**config.mk**
```make
export PLATFORM = sky130hd
export DESIGN_NAME = qq_arbiter
export DESIGN_NICKNAME = d
export VERILOG_FILES = /design/src/rtl/qq_arbiter.sv
export SDC_FILE = /design/constraint.sdc
export NUM_CORES = 1
export LEC_CHECK = 0
export BUFFER_PORTS_ARGS = -buffer_cell sky130_fd_sc_hd__buf_2
export CORE_AREA = 2 2 187 189
export DETAILED_ROUTE_END_ITERATION = 6
export DIE_AREA = 0 0 189 191
export GPL_TIMING_DRIVEN = 0
export HOLD_SLACK_MARGIN = 0.15
export PLACE_DENSITY = 0.52
export REMOVE_ABC_BUFFERS = 1
export SYNTH_ARGS = -nofsm -noshare
export SYNTH_HDL_FRONTEND = slang
export SYNTH_SLANG_ARGS = --single-unit
```
**constraint.sdc**
```tcl
create_clock -name clk -period 5.3 [get_ports clk]
set_input_delay 0.265 -clock clk [delete_from_list [all_inputs] [get_ports clk]]
set_output_delay 0.265 -clock clk [all_outputs]
set_load 0.01 [all_outputs]
```
**src/rtl/qq_arbiter.sv**
```systemverilog
// Purpose: round-robin arbiter sharing one QuickQ priority queue among N requesters.
// Latency: strobe 1 cycle after the ARB sample; done 2 cycles after it on reject, else 1 cycle after q_rdy_i returns.
// Backpressure: holds in ARB until the queue is ready; the winner keeps its grant until its done pulse.
module qq_arbiter #(
    parameter int W  = 32,   // key width (upper W bits of an entry)
    parameter int VW = 32,   // value width (lower VW bits of an entry)
    parameter int N  = 4     // number of requesters, N >= 2
) (
    input  logic                        clk,
    input  logic                        rst,
    // requester side
    input  logic [N-1:0]                req_i,
    input  logic [N-1:0][1:0]           op_i,
    input  logic [N-1:0][W+VW-1:0]      data_i,
    output logic [N-1:0]                gnt_o,
    output logic [N-1:0]                done_o,
    output logic [N-1:0]                err_o,
    output logic [W+VW-1:0]             data_o,
    // queue side
    input  logic                        q_rdy_i,
    input  logic                        q_full_i,
    input  logic                        q_empty_i,
    input  logic [W+VW-1:0]             q_data_i,
    output logic                        q_enq_o,
    output logic                        q_deq_o,
    output logic                        q_repl_o,
    output logic [W+VW-1:0]             q_data_o
);

    localparam int NW  = $clog2(N);
    localparam int KVW = W + VW;

    localparam logic [1:0] OP_ENQ  = 2'b00;
    localparam logic [1:0] OP_DEQ  = 2'b01;
    localparam logic [1:0] OP_REPL = 2'b10;
    localparam logic [1:0] OP_ILL  = 2'b11;

    typedef enum logic [1:0] {
        S_ARB   = 2'd0,
        S_ISSUE = 2'd1,
        S_WAIT  = 2'd2,
        S_RESP  = 2'd3
    } state_t;

    state_t          r_state;
    state_t          w_state_nxt;

    logic [NW-1:0]   r_win;
    logic [NW-1:0]   r_rr_ptr;
    logic [KVW-1:0]  r_data;
    logic [KVW-1:0]  r_data_o;
    logic            r_err;
    logic            r_enq;
    logic            r_deq;
    logic            r_repl;

    logic [NW-1:0]   w_win;
    logic [1:0]      w_op;
    logic            w_accept;
    logic            w_reject;

    // Index wrap for the round-robin search; N need not be a power of two.
    function automatic logic [NW-1:0] f_wrap(input int v);
        if (v >= N) begin
            return NW'(v - N);
        end
        return NW'(v);
    endfunction

    // Winner search: first set request at or above rr_ptr, wrapping; lowest offset wins.
    always_comb begin
        w_win = r_rr_ptr;
        for (int k = N - 1; k >= 0; k--) begin
            if (req_i[f_wrap(int'(r_rr_ptr) + k)]) begin
                w_win = f_wrap(int'(r_rr_ptr) + k);
            end
        end
    end

    // A command leaves ARB only with a ready queue and at least one request.
    assign w_accept = (r_state == S_ARB) && q_rdy_i && (|req_i);
    assign w_op     = op_i[w_win];

    // Reject decision. The queue is idle and unstrobed from this cycle until the
    // end of ISSUE, so its flags seen here are exactly the flags ISSUE would see;
    // deciding now lets the strobes come straight out of flops.
    assign w_reject = (w_op == OP_ILL)
                   || ((w_op == OP_ENQ) && q_full_i)
                   || (((w_op == OP_DEQ) || (w_op == OP_REPL)) && q_empty_i);

    // State register.
    always_ff @(posedge clk) begin
        if (rst) begin
            r_state <= S_ARB;
        end else begin
            r_state <= w_state_nxt;
        end
    end

    // Next-state and per-requester output decode, all from registered state.
    always_comb begin
        w_state_nxt = r_state;
        gnt_o       = '0;
        done_o      = '0;
        err_o       = '0;
        case (r_state)
            S_ARB: begin
                if (w_accept) begin
                    w_state_nxt = S_ISSUE;
                end
            end
            S_ISSUE: begin
                gnt_o[r_win] = 1'b1;
                w_state_nxt  = r_err ? S_RESP : S_WAIT;
            end
            S_WAIT: begin
                gnt_o[r_win] = 1'b1;
                if (q_rdy_i) begin
                    w_state_nxt = S_RESP;
                end
            end
            S_RESP: begin
                gnt_o[r_win]  = 1'b1;
                done_o[r_win] = 1'b1;
                err_o[r_win]  = r_err;
                w_state_nxt   = S_ARB;
            end
            default: begin
                w_state_nxt = S_ARB;
            end
        endcase
    end

    // Command strobes: set on acceptance, so they are high only during ISSUE.
    always_ff @(posedge clk) begin
        if (rst) begin
            r_enq  <= 1'b0;
            r_deq  <= 1'b0;
            r_repl <= 1'b0;
        end else begin
            r_enq  <= w_accept && !w_reject && (w_op == OP_ENQ);
            r_deq  <= w_accept && !w_reject && (w_op == OP_DEQ);
            r_repl <= w_accept && !w_reject && (w_op == OP_REPL);
        end
    end

    // Latch the winner, its entry and error flag on acceptance; free them in RESP.
    always_ff @(posedge clk) begin
        if (rst) begin
            r_win    <= '0;
            r_data   <= '0;
            r_err    <= 1'b0;
            r_rr_ptr <= '0;
        end else begin
            if (w_accept) begin
                r_win  <= w_win;
                r_data <= data_i[w_win];
                r_err  <= w_reject;
            end
            if (r_state == S_RESP) begin
                r_rr_ptr <= (r_win == NW'(N - 1)) ? '0 : r_win + 1'b1;
                r_err    <= 1'b0;
            end
        end
    end

    // Old head capture: the deq/repl strobe cycle still shows the pre-command head.
    always_ff @(posedge clk) begin
        if (rst) begin
            r_data_o <= '0;
        end else if (r_deq || r_repl) begin
            r_data_o <= q_data_i;
        end
    end

    assign q_enq_o  = r_enq;
    assign q_deq_o  = r_deq;
    assign q_repl_o = r_repl;
    assign q_data_o = r_data;
    assign data_o   = r_data_o;

endmodule

```
# Word-level counts from Yosys, hierarchy flattened
# Index checks and enable logic that the tools add are counted.
dict set report word_totals {
  register_bits 138
  input_bits 337
  output_inout_bits 143
}
dict set report op_classes {
  addsub 8
  order_cmp 11
  n_eq_ne 9
  mux 46
  bitwise_logic 1
  reduce_logical 20
}
# operator count
set op_table {}
lappend op_table {{$bmux 64 s2} 1}
lappend op_table {{$mux 64} 1}
lappend op_table {{$mux 2} 20}
lappend op_table {{$lt 2x3->1 const B} 6}
lappend op_table {{$mux 1} 14}
lappend op_table {{$mux 4} 3}
lappend op_table {{$eq 2x2->1 const B} 5}
lappend op_table {{$ge 3x3->1 const B} 3}
lappend op_table {{$logic_and 1x1->1} 9}
lappend op_table {{$bmux 1 s2} 4}
lappend op_table {{$pmux 2 s4} 1}
lappend op_table {{$sub 2x1->2 const B} 4}
lappend op_table {{$add 2x2->3 const B} 2}
lappend op_table {{$and 4x4->4} 1}
lappend op_table {{$bmux 2 s2} 1}
lappend op_table {{$eq 2x1->1 const B} 2}
lappend op_table {{$logic_not 2->1} 2}
lappend op_table {{$logic_or 1x1->1} 4}
lappend op_table {{$ne 2x2->1 const B} 2}
lappend op_table {{$reduce_or 4->1} 1}
lappend op_table {{$add 2x1->3 const B} 1}
lappend op_table {{$ge 2x3->1 const B} 1}
lappend op_table {{$reduce_or 3->1} 1}
lappend op_table {{$add 2x1->2 const B} 1}
lappend op_table {{5 further kinds} 5}

# Longest topological paths before layout
# Gate-level depths: netlist of run 1.
dict set report logic_depth {
  word_depth 21
  depth_mapped 11
  ltp_nobuf 7
}

# Worst setup path before layout of run 1
# Ideal clock, no wire load.
dict set report synth_timing {
  kind {in2reg}
  from {in req_i[3]}
  to {reg r_err}
  setup_ns 0.120
  arrival_time_ns 1.842
  required_ns 5.180
  slack_ns 3.338
  stages 9
  path_cell_list {buf_4 and3b_1 a2111oi_2 or2_1 buf_6 mux2i_1 mux2_2 xnor2_1 o31a_1}
}
dict set report synth_via {
  elab_chain_len 12
  word_cells_on_any_way 25
  classes_between {3 x eq/ne; 14 x mux; 8 x reduce/logical}
}
# element line
set synth_lines {}
lappend synth_lines {{from (decl)} 12} ;# input logic [N-1:0] req_i,
lappend synth_lines {{$bmux 1 s2} 74} ;# if (req_i[f_wrap(int'(r_rr_ptr) + k)]) begin
lappend synth_lines {{$mux 1 (implied by the code)} 74}
lappend synth_lines {{$mux 2 (4 in a row)} 74}
lappend synth_lines {{$bmux 2 s2} 82} ;# assign w_op = op_i[w_win];
lappend synth_lines {{$mux 2 (implied by the code)} 82}
lappend synth_lines {{$eq 2x1->1 (tied with other cells)} 89} ;# || (((w_op == OP_DEQ) || (w_op == OP_REPL)) && q_empty_i);
lappend synth_lines {{$logic_or 1x1->1 or $logic_and 1x1->1 (tied branches)} {89, 88}}
lappend synth_lines {{$logic_and 1x1->1 or $logic_or 1x1->1 (tied branches)} {89, 88}}
lappend synth_lines {{$logic_or 1x1->1} 89}
lappend synth_lines {{to (signal assigned)} 158} ;# r_err <= w_reject;
lappend synth_lines {{to (decl)} 52} ;# logic r_err;
# Parallel ways exist; a longest one is shown, timed or not. The select of a mux whose other input is x is not followed.
# A chain may end at the register's enable or synchronous reset.

# Worst setup path after layout of run 1
dict set report layout_timing {
  from {reg r_rr_ptr[1]}
  to {reg r_enq, in the netlist q_enq_o}
}
dict set report layout_via {
  elab_chain_len 19
  word_cells_on_any_way 57
  classes_between {7 x add/sub; 4 x order compare; 3 x eq/ne; 34 x mux; 9 x reduce/logical}
}
# element line
set layout_lines {}
lappend layout_lines {{from (decl)} 49} ;# logic [NW-1:0] r_rr_ptr;
lappend layout_lines {{from (signal assigned)} 161} ;# r_rr_ptr <= (r_win == NW'(N - 1)) ? '0 : r_win + 1'b1;
lappend layout_lines {{$add 2x2->3} {74, 75}}
lappend layout_lines {{$ge 3x3->1 or $sub 2x1->2 (tied branches)} {64, 65}}
lappend layout_lines {{$mux 1 or $mux 2 (tied branches)} 64} ;# if (v >= N) begin
lappend layout_lines {{$mux 2} 67} ;# return NW'(v);
lappend layout_lines {{$bmux 1 s2} 74}
lappend layout_lines {{$mux 1 (implied by the code)} 74}
lappend layout_lines {{$mux 2 (3 in a row)} 74}
lappend layout_lines {{$mux 2 *} 74}
lappend layout_lines {{$bmux 2 s2 *} 82}
lappend layout_lines {{$mux 2 (implied by the code) *} 82}
lappend layout_lines {{$eq 2x1->1 (tied with other cells)} 89}
lappend layout_lines {{$logic_or 1x1->1 or $logic_and 1x1->1 (tied branches)} {89, 88}}
lappend layout_lines {{$logic_and 1x1->1 or $logic_or 1x1->1 (tied branches)} {89, 88}}
lappend layout_lines {{$logic_or 1x1->1} 89}
lappend layout_lines {{$logic_not 1->1} 141} ;# r_enq <= w_accept && !w_reject && (w_op == OP_ENQ);
lappend layout_lines {{$logic_and 1x1->1} 141}
lappend layout_lines {{$logic_and 1x1->1 *} 141}
lappend layout_lines {{to (signal assigned)} 141}
lappend layout_lines {{to (decl)} 53} ;# logic r_enq;
# Every way passes the cells marked *; elsewhere a longest branch is shown, timed or not. The select of a mux whose other input is x is not followed.

==> qor.csv, run 1 <==
stage;metric;value;unit
sta;RSZ-0062 raised after global routing;no;
clock_network;Num CTS Buffers;17;
power;Peak supply drop;0.000165;V
setup_path;crit path launch type;register;
synth;Avg Cell Area, Syn;6.52;um^2
setup_path;CP startpoint;r_rr_ptr[1];
floorplan;CORE AREA;34100;um^2
route;Iter 0 DRT Violations;314;
synth;Yosys cell types;38;
clock_network;Clock transition at path regs;70;ps
layout;layout cell share with drive strength beyond 1;0.340;
setup_path;Max stage delay cell, worst path;or2_4;
clock_network;H-tree levels;4;
route;vias per cell;4.39;
synth;Syn Std Cell Area;7010;um^2
floorplan;Std-Cell Rows;68;
route;DRC;0;
grt;Congestion Overflow GR;0;
clock_network;clk buf depth;2;
power;Power, Total;3.60;mW
synth;Most used DFF post-synth;dfxtp_1;
setup_path;Top delay family on crit path;simple AND/OR/NAND/NOR gates;
setup_path;Setup CP Type;reg2reg;
grt;initial antenna violation count;0;
place;IO buf count;479;
power;leakage;5.33;nW
setup_path;WP buf/inv;0;
synth;count of state elements after synthesis;138;
route;WL/cell;14.8;um
setup_path;Worst R2R Start;r_rr_ptr[1];
setup_path;CP arrival;3420;ps
power;Pwr per Cell Area;323;nW/um^2
synth;synthesized instance count;1075;
synth;register area share after synthesis;0.394;
route;Routed Antenna Nets;0;
floorplan;Die H;191;um
sta;maximum clock frequency;315;MHz
setup_path;Worst path max stage delay;610;ps
layout;P&R area growth vs syn;58.8;%
place;Final HPWL DP;22800;um
grt;first-pass GRT wire length;45800;um
grt;Overall Global Routing Usage;0.160;
floorplan;DIE WIDTH;189;um
synth;share of the synthesized area in the top cell type;0.394;
synth;leading area contributor after synthesis;dfxtp_1;
sta;measured slew at the worst slew-check pin;1210;ps
place;RD Place Congestion;0.803;
route;Pre-antenna DRT Iters;5;
setup_path;Crit Path Max Fanout;46;
sta;fin crit period;3170;ps
synth;top post-synthesis cells by area;dfxtp_1 (39%), nand2_1 (24%), nand3_1 (14%), a21oi_1 (9.5%), clkbuf_1 (3.5%);
synth;asr flop ratio synth;0;
sta;setup violators final;0;
outcome;outcome;finished, final reports clean;
setup_path;critical-path cell list;nor3_1 -> a2111oi_2 -> or2_4 -> mux2i_1 -> mux2_4 -> nand2_1 -> nor4_1;
layout;diode count;0;
clock_network;CTS root buffer;clkbuf_16;
clock_network;Post CTS Setup Buffer Count;0;
worst_hold_path;HP Start;q_data_i[35];
clock_network;TritonCTS clock tree;done;
floorplan;Initial Utilization;0.205;
place;Cell Area, Placed;9910;um^2
sta;Clock Skews;8.01;ps
floorplan;die area;36100;um^2
setup_path;endpoint type of the worst setup path;register;
clock_network;TritonCTS Sinks;138;
sta;final hold violations;0;
synth;Post-synth EDFFs;0;
synth;yosys synthesis warning count;0;
sta;final cycle utilization of the critical path;0.598;
floorplan;Ports;480;
route;Routed WL;30200;um
clock_network;cts repair resizes;0;
route;via count;8928;
setup_path;Worst Path Required;5540;ps
synth;Post-synth top cells;nand2_1 (455), nand3_1 (192), dfxtp_1 (138);
layout;final std cell area, no fill;11100;um^2
grt;largest net degree at the start of global routing;89;
layout;final net count;1914;
sta;Slew HR;0.195;
grt;vias in the first global route;8574;
synth;most common cell in the netlist;nand2_1;
worst_hold_path;min-delay worst type;in2reg;
clock_network;clock latency on the worst-skew pair;420;ps
flow_run;max_cap viols;0;
sta;max-slew violations;0;
through the flow:
| step | TNS [ps] | worst slack, ps | std cells | utilization | hold WS, ps |
|---|---|---|---|---|---|
| floorplan | 0 | 153 | 989 | - | 334 |
| global placement | -163580 | -3180 | 1923 | 0.281 | 435 |
| detailed placement | 0 | 1810 | 1939 | 0.290 | 441 |
| CTS | 0 | 1850 | 2036 | 0.326 | 160 |
| global route | 0 | 1810 | 2036 | 0.326 | 165 |
| finish | 0 | 2130 | 2036 | 0.326 | 191 |
per-layer routing:
layer	GRT usage	wire, um	part of all wire
met1	0.186	12500	0.41
met2	0.289	14800	0.49
met3	0.0352	2090	0.069
met4	0.0586	775	0.026
met5	0	0	0
where the power goes:
group	switching [mW]	internal, mW	leakage, nW
clock network	0.532	0.632	0.268
registers	0.0709	1.17	1.12
logic	0.711	0.482	3.94
total	1.31	2.29	5.33
area by class of cell:
type | count | area (um^2)
inverters | 6 | 22.5
clock buffers | 18 | 439
flip-flops and latches | 138 | 2760
fillers | 3767 | 23000
well taps | 455 | 569
clock inverters | 14 | 128
repair buffers | 560 | 3310
multi-input cells | 845 | 3890
worst paths after layout:
path / slack, ps / cells past startpoint / endpoint
worst max-delay path: 2130 / 7 / q_enq_o
worst min-delay path: 190 / 3 / data_o[35]
worst max register to register: 2130 / 7 / q_enq_o
worst min register to register: 450 / 2 / q_data_o[2]
state kept, by name (all words and copies together), names as in the netlist:
signal,cells
data_o,64
q_data_o,64
q_deq_o,1
q_enq_o,1
q_repl_o,1
r_err,1
r_rr_ptr,2
r_state,2
r_win,2
tightest hold or removal path, stage by stage:
cell and delay (ps):
buf_2 90, nand2_1 120, a21oi_1 80
timing repair:
item	CTS	global route
hold endpoints to repair	67	0
endpoints found under the setup margin	0	0
hold buffers	65	0
logic make-up (layout without fill, tap and decap cells):
kind of cell,Yosys count,count (layout),synth area share
compound gates,147,147,0.112
xor+xnor,1,1,0.00125
fa+ha+maj,9,9,0.0161
buf+inv,92,598,0.0570
flops,138,138,0.394
mux,8,8,0.0123
simple gates,680,680,0.407
placed cells by master, fill, tap and decap left out, types with 2 or more instances in the layout:
cell             n
nor2_4           2
buf_8            3
nor2_1           8
clkinv_4         2
buf_4            6
nand2_1        455
dlygate4sd3_1   65
and2_1           4
nor3b_1          2
dfxtp_1        138
inv_8            4
buf_2          478
inv_1            6
o21ai_0          3
buf_16           4
mux2i_1          6
ha_1             9
clkinvlp_4       4
nand3_1        192
clkbuf_16       17
inv_6            4
and3_1           4
buf_12           3
nor2b_1          6
a21oi_1        133
Note: power is estimated with default switching activity, not from simulation.
==> inputs of run 2 (changes only) <==
--- a/config.mk
+++ b/config.mk
@@ -5,13 +5,14 @@
 export SDC_FILE = /design/constraint.sdc
 export NUM_CORES = 1
 export LEC_CHECK = 0
+export ABC_AREA = 1
 export BUFFER_PORTS_ARGS = -buffer_cell sky130_fd_sc_hd__buf_2
 export CORE_AREA = 2 2 187 189
 export DETAILED_ROUTE_END_ITERATION = 6
 export DIE_AREA = 0 0 189 191
 export GPL_TIMING_DRIVEN = 0
 export HOLD_SLACK_MARGIN = 0.15
-export PLACE_DENSITY = 0.52
+export PLACE_DENSITY = 0.58
 export REMOVE_ABC_BUFFERS = 1
 export SYNTH_ARGS = -nofsm -noshare
 export SYNTH_HDL_FRONTEND = slang
==> constraint.sdc (replaced) <==
create_clock -name clk -period 3.3 [get_ports clk]
set_input_delay 0.165 -clock clk [delete_from_list [all_inputs] [get_ports clk]]
set_output_delay 0.165 -clock clk [all_outputs]
set_load 0.01 [all_outputs]
==> qor.csv, run 2 <==
stage;metric;value;unit
floorplan;Std-Cell Rows;68;
grt;vias in the first global route;10500;
power;Power, Total;8.82;mW
synth;Most used DFF post-synth;dfxtp_1;
sta;Clock Skews;11.6;ps
sta;final hold violations;0;
layout;most frequent cells in the layout;buf_2 (479), dlygate4sd3_1 (230), nor2_1 (209);
route;vias per cell;4.76;
power;Peak supply drop;0.000428;V
sta;maximum clock frequency;341;MHz
floorplan;CORE AREA;34100;um^2
floorplan;Ports;480;
outcome;outcome;finished, final reports clean;
layout;diode count;0;
sta;final cycle utilization of the critical path;0.889;
grt;initial antenna violation count;0;
synth;Yosys cell types;34;
grt;first-pass GRT wire length;56400;um
sta;setup violators final;0;
clock_network;H-tree levels;4;
synth;Post-synth EDFFs;0;
floorplan;Initial Utilization;0.266;
sta;fin crit period;2930;ps
grt;Congestion Overflow GR;0;
setup_path;endpoint type of the worst setup path;register;
sta;WHS;173;ps
floorplan;die area;36100;um^2
power;leakage;6.67;nW
sta;max-slew violations;0;
setup_path;CP arrival;3310;ps
setup_path;Setup CP Type;reg2reg;
grt;GRT met3 Usage;0.0360;
grt;busiest grt layer;met2;
place;dpl ws;-1010;ps
route;Iter 0 DRT Violations;534;
route;Routed WL;38800;um
synth;asr flop ratio synth;0;
sta;RSZ-0062 raised after global routing;no;
synth;most common cell in the netlist;nor2_1;
setup_path;Crit Path Max Fanout;29;
clock_network;CTS root buffer;clkbuf_16;
flow_run;max_cap viols;0;
route;Pre-antenna DRT Iters;5;
place;Final HPWL DP;22900;um
grt;met1 GRT Util;0.245;
synth;top post-synthesis cells by area;dfxtp_1 (30%), o211ai_2 (12%), o21ai_2 (11%), nor2_1 (8.7%), a21oi_2 (5.4%);
synth;Post-synth top cells;nor2_1 (211), dfxtp_1 (138), o21ai_2 (117);
synth;share of the synthesized area in the top cell type;0.304;
synth;register area share after synthesis;0.304;
grt;met2 Usage GRT;0.339;
route;WL/cell;17.5;um
route;DRC;0;
layout;final net count;2102;
grt;largest net degree at the start of global routing;88;
floorplan;Die H;191;um
setup_path;Worst Path Required;3680;ps
clock_network;clk buf depth;2;
route;via count;10600;
clock_network;Clock transition at path regs;70;ps
sta;Final WS setup;367;ps
route;Routed Antenna Nets;0;
layout;fillers;3308;
layout;Cell Count, Final, Fillers Out;2224;
synth;Syn Std Cell Area;9080;um^2
place;RD Place Congestion;0.946;
layout;P&R area growth vs syn;59.8;%
sta;measured slew at the worst slew-check pin;1150;ps
grt;Overall Global Routing Usage;0.200;
synth;leading area contributor after synthesis;dfxtp_1;
floorplan;DIE WIDTH;189;um
clock_network;clock latency on the worst-skew pair;430;ps
setup_path;crit path launch type;register;
clock_network;TritonCTS Sinks;138;
place;Placed Cells incl. Taps;1952;
sta;Slew HR;0.232;
sta;setup_tns;0;ps
synth;synthesized instance count;1104;
synth;yosys synthesis warning count;0;
layout;commonest non-fill, non-tap cell in the layout;buf_2;
clock_network;TritonCTS clock tree;done;
worst_hold_path;min-delay worst type;in2reg;
power;Pwr per Cell Area;608;nW/um^2
synth;Avg Cell Area, Syn;8.22;um^2
layout;layout cell share with drive strength beyond 1;0.478;
clock_network;Num CTS Buffers;17;
synth;count of state elements after synthesis;138;
place;IO buf count;479;
==> run 2: cell count changes after synthesis, moves of 56 or more <==
cell / delta
o21ai_0: +65
nand2_1: -406
a21oi_2: +56
o211ai_2: +85
nand3_1: -172
a21oi_1: -57
nor2_1: +201
inv_1: +61
o21ai_2: +117
==> run 2: timing repair <==
| action | 4_1_cts | 5_1_grt |
|---|---|---|
| hold buffers | 230 | 0 |
| pin swaps | 2 | 4 |
| gates cloned | 5 | 3 |
| endpoints found under the setup margin | 69 | 65 |
| hold endpoints to repair | 135 | 0 |
| gates resized for setup | 2 | 1 |
| buffers inserted | 0 | 2 |
==> run 2: power breakdown <==
| part | internal [mW] | leakage [nW] | switching [mW] |
|---|---|---|---|
| sequential | 2.01 | 1.13 | 0.211 |
| combinational | 1.77 | 5.26 | 2.90 |
| clock | 1.11 | 0.278 | 0.825 |
==> run 2: area by class of cell <==
class                      count  area [um^2]  area share
clock buffer                  20          467      0.0322
sequential                   138         2770       0.191
clock inverter                12          115     0.00794
multi-input combinational    776         5200       0.358
inverter                      99          379      0.0261
tap                          455          569      0.0392
timing repair buffer         724         5010       0.346
==> run 2: stage by stage <==
stage | cell area (um^2) | util
floorplan | 8220 | -
global placement | 11200 | 0.328
detailed placement | 11500 | 0.337
CTS | 14500 | 0.424
global route | 14500 | 0.425
finish | 14500 | 0.425
==> run 2: cell families (layout without fill, tap and decap cells) <==
group	after synthesis	after routing	share of synthesized area
buffers and inverters	198	855	0.136
adders and majority gates	9	9	0.0124
and+or+nand+nor	298	306	0.138
AOI/OAI and AO/OA	461	461	0.410
DFF	138	138	0.304
==> run 2: metal layers <==
layer | up-vias | part of all wire
met5 | - | 0
met1 | 4955 | 0.42
li1 | 5087 | -
met2 | 452 | 0.48
met3 | 93 | 0.058
met4 | 0 | 0.039
==> run 2: worst paths after layout <==
kind         cells past startpoint         from  slack (ps)           end
min reg2reg                      2    data_o[3]         480     data_o[3]
max                             15  r_rr_ptr[0]         370  q_data_o[42]
min                              5  data_i[186]         170  q_data_o[58]
max reg2reg                     15  r_rr_ptr[0]         370  q_data_o[42]
==> run 2: worst max-delay path, stage by stage, from the launching register on <==
cell	delay [ps]
dfxtp_4	530
inv_6	100
nand2_1	70
nand2_1	60
nand2_1	80
nand3_1	90
nand3_2	70
nand2_2	70
a21boi_4	520
buf_12	270
buf_12	220
buf_12	210
o21ai_2	80
o211ai_2	230
o211ai_2	130
inv_2	70
==> inputs of run 3 (changes only) <==
--- a/config.mk
+++ b/config.mk
@@ -7,12 +7,12 @@
 export LEC_CHECK = 0
 export ABC_AREA = 1
 export BUFFER_PORTS_ARGS = -buffer_cell sky130_fd_sc_hd__buf_2
-export CORE_AREA = 2 2 187 189
+export CORE_AREA = 2 2 185 187
 export DETAILED_ROUTE_END_ITERATION = 6
-export DIE_AREA = 0 0 189 191
+export DIE_AREA = 0 0 187 189
 export GPL_TIMING_DRIVEN = 0
 export HOLD_SLACK_MARGIN = 0.15
-export PLACE_DENSITY = 0.58
+export PLACE_DENSITY = 0.59
 export REMOVE_ABC_BUFFERS = 1
 export SYNTH_ARGS = -nofsm -noshare
 export SYNTH_HDL_FRONTEND = slang
==> constraint.sdc (replaced) <==
create_clock -name clk -period 3.59 [get_ports clk]
set_input_delay 0.718 -clock clk [delete_from_list [all_inputs] [get_ports clk]]
set_output_delay 0.718 -clock clk [all_outputs]
set_load 0.01 [all_outputs]
==> qor.csv, run 3 (same netlist as run 2, synthesis figures left out) <==
stage;metric;value;unit
route;Pre-antenna DRT Iters;5;
route;via count;9455;
layout;layout cell share with drive strength beyond 1;0.548;
floorplan;die area;35300;um^2
route;Iter 0 DRT Violations;498;
sta;Clock Skews;10.4;ps
worst_hold_path;Hold EP;data_o[58];
place;Final HPWL DP;22900;um
setup_path;reg-to-reg slack, setup;260;ps
layout;final net count;1865;
route;WL/cell;16.7;um
sta;RSZ-0062 raised after global routing;no;
layout;commonest non-fill, non-tap cell in the layout;buf_2;
floorplan;Die H;189;um
setup_path;CP arrival;3660;ps
sta;measured slew at the worst slew-check pin;1150;ps
clock_network;Clock transition at path regs;70;ps
grt;initial antenna violation count;1;
clock_network;CTS root buffer;clkbuf_16;
setup_path;Worst Path Required;3920;ps
sta;final cycle utilization of the critical path;0.927;
power;Peak supply drop;0.000344;V
place;IO buf count;479;
setup_path;crit path launch type;register;
route;Routed Antenna Nets;0;
power;Pwr per Cell Area;639;nW/um^2
layout;P&R area growth vs syn;33.6;%
route;vias per cell;4.77;
setup_path;Worst R2R Start;r_rr_ptr[0];
route;Routed WL;33100;um
grt;largest net degree at the start of global routing;139;
clock_network;Num CTS Buffers;17;
floorplan;Ports;480;
floorplan;CORE AREA;33300;um^2
setup_path;Setup CP Type;reg2reg;
clock_network;clk buf depth;2;
place;Cell Area, Placed;11500;um^2
sta;setup_tns;0;ps
sta;setup violators final;0;
floorplan;Initial Utilization;0.273;
route;DRC;0;
layout;most frequent cells in the layout;buf_2 (479), nor2_1 (209), dfxtp_1 (137);
setup_path;endpoint type of the worst setup path;register;
sta;max-slew violations;0;
clock_network;TritonCTS Sinks;138;
clock_network;TritonCTS clock tree;done;
clock_network;clock latency on the worst-skew pair;440;ps
layout;final std cell area, no fill;12100;um^2
layout;fillers;3542;
outcome;outcome;finished, final reports clean;
sta;Slew HR;0.234;
grt;vias in the first global route;9026;
worst_hold_path;hold path depth;2;
sta;fin crit period;3330;ps
grt;Overall Global Routing Usage;0.178;
clock_network;# hold bufs at CTS;0;
clock_network;Post CTS Setup Buffer Count;0;
grt;first-pass GRT wire length;49600;um
setup_path;Crit Path Max Fanout;31;
worst_hold_path;HP Start;data_o[58];
clock_network;H-tree levels;4;
floorplan;Std-Cell Rows;67;
flow_run;max_cap viols;0;
grt;Congestion Overflow GR;0;
place;RD Place Congestion;0.911;
floorplan;DIE WIDTH;187;um
power;Power, Total;7.76;mW
setup_path;Reg-to-Reg End;q_data_o[52];
worst_hold_path;min-delay worst type;reg2reg;
power;leakage;5.67;nW
setup_path;depth of the most critical reg-to-reg path;16;
sta;final hold violations;0;
sta;maximum clock frequency;300;MHz
layout;Layout Utilization;0.364;
-- run 3: cell count changes in the layout (fill, tap and decap cells not counted), sizes merged --
cell | previous run | this run
clkinvlp | 4 | 3
dlygate4sd3 | 230 | 0
diode | 0 | 1
bufinv | 1 | 2
buf | 494 | 491
nand2 | 68 | 64
-- run 3: per-stage QoR --
step,setup WS [ps],std cells,hold slack (ps)
finish,261,1981,476
global route,2.27,1981,495
CTS,104,1978,481
detailed placement,-790,1944,466
global placement,-8400,1932,458
floorplan,-4930,1005,497
-- run 3: worst max path at each step --
| stage | cells past startpoint | slack (ps) | endpoint | startpoint |
|---|---|---|---|---|
| 2_1_floorplan | 5 | -4930 | r_state[0] | req_i[0] |
| 3_3_place_gp | 6 | -8400 | q_data_o[29] | req_i[0] |
| 3_5_place_dp | 20 | -790 | q_deq_o | req_i[1] |
| 4_1_cts | 20 | 100 | q_enq_o | r_rr_ptr[0] |
| 5_1_grt | 16 | 2 | q_data_o[49] | r_rr_ptr[0] |
| 6_report | 16 | 260 | q_data_o[52] | r_rr_ptr[0] |
-- run 3: worst max-delay path, cell delays in order (launching register included) --
cell      delay, ps
dfxtp_2         610
inv_6           100
nand2_1          80
nand2_1          60
nand2_1          90
nand3_1          90
nand3_2          70
nand2_2          70
a21boi_4        770
buf_12          290
buf_12          220
buf_12          220
nor2_1           70
o21ai_1          90
o211ai_2        160
o211ai_1        140
inv_2            40
-- run 3: report_power, final --
group	internal (mW)	total [mW]	switching, mW
Combinational	1.42	3.90	2.48
Clock	1.08	1.82	0.732
Sequential	1.85	2.04	0.195
-- run 3: area by class of cell --
| type | instances | area (um^2) | share of cell area |
|---|---|---|---|
| Timing Repair Buffer | 491 | 2660 | 0.219 |
| Multi-Input combinational cell | 772 | 5160 | 0.425 |
| Inverter | 99 | 379 | 0.0313 |
| Tap cell | 448 | 561 | 0.0462 |
| Antenna cell | 1 | 2.50 | 0.000206 |
| Clock inverter | 12 | 136 | 0.0112 |
| Clock buffer | 20 | 467 | 0.0385 |
| Sequential cell | 138 | 2760 | 0.228 |
-- run 3: timing repair --
| action | CTS | global route |
|---|---|---|
| pin swaps | 2 | 1 |
| gates resized for setup | 3 | 0 |
| setup endpoints to repair | 69 | 58 |
| endpoints found under the hold margin | 0 | 0 |
| cloned | 2 | 2 |
-- run 3: routing by layer --
metal / global-route usage / vias to the layer above / routed length [um]
met2: 0.286 / 375 / 15700
met5: 0 / - / 0
li1: - / 4608 / -
met3: 0.0369 / 63 / 2060
met4: 0.0904 / 0 / 1190
met1: 0.225 / 4409 / 14100
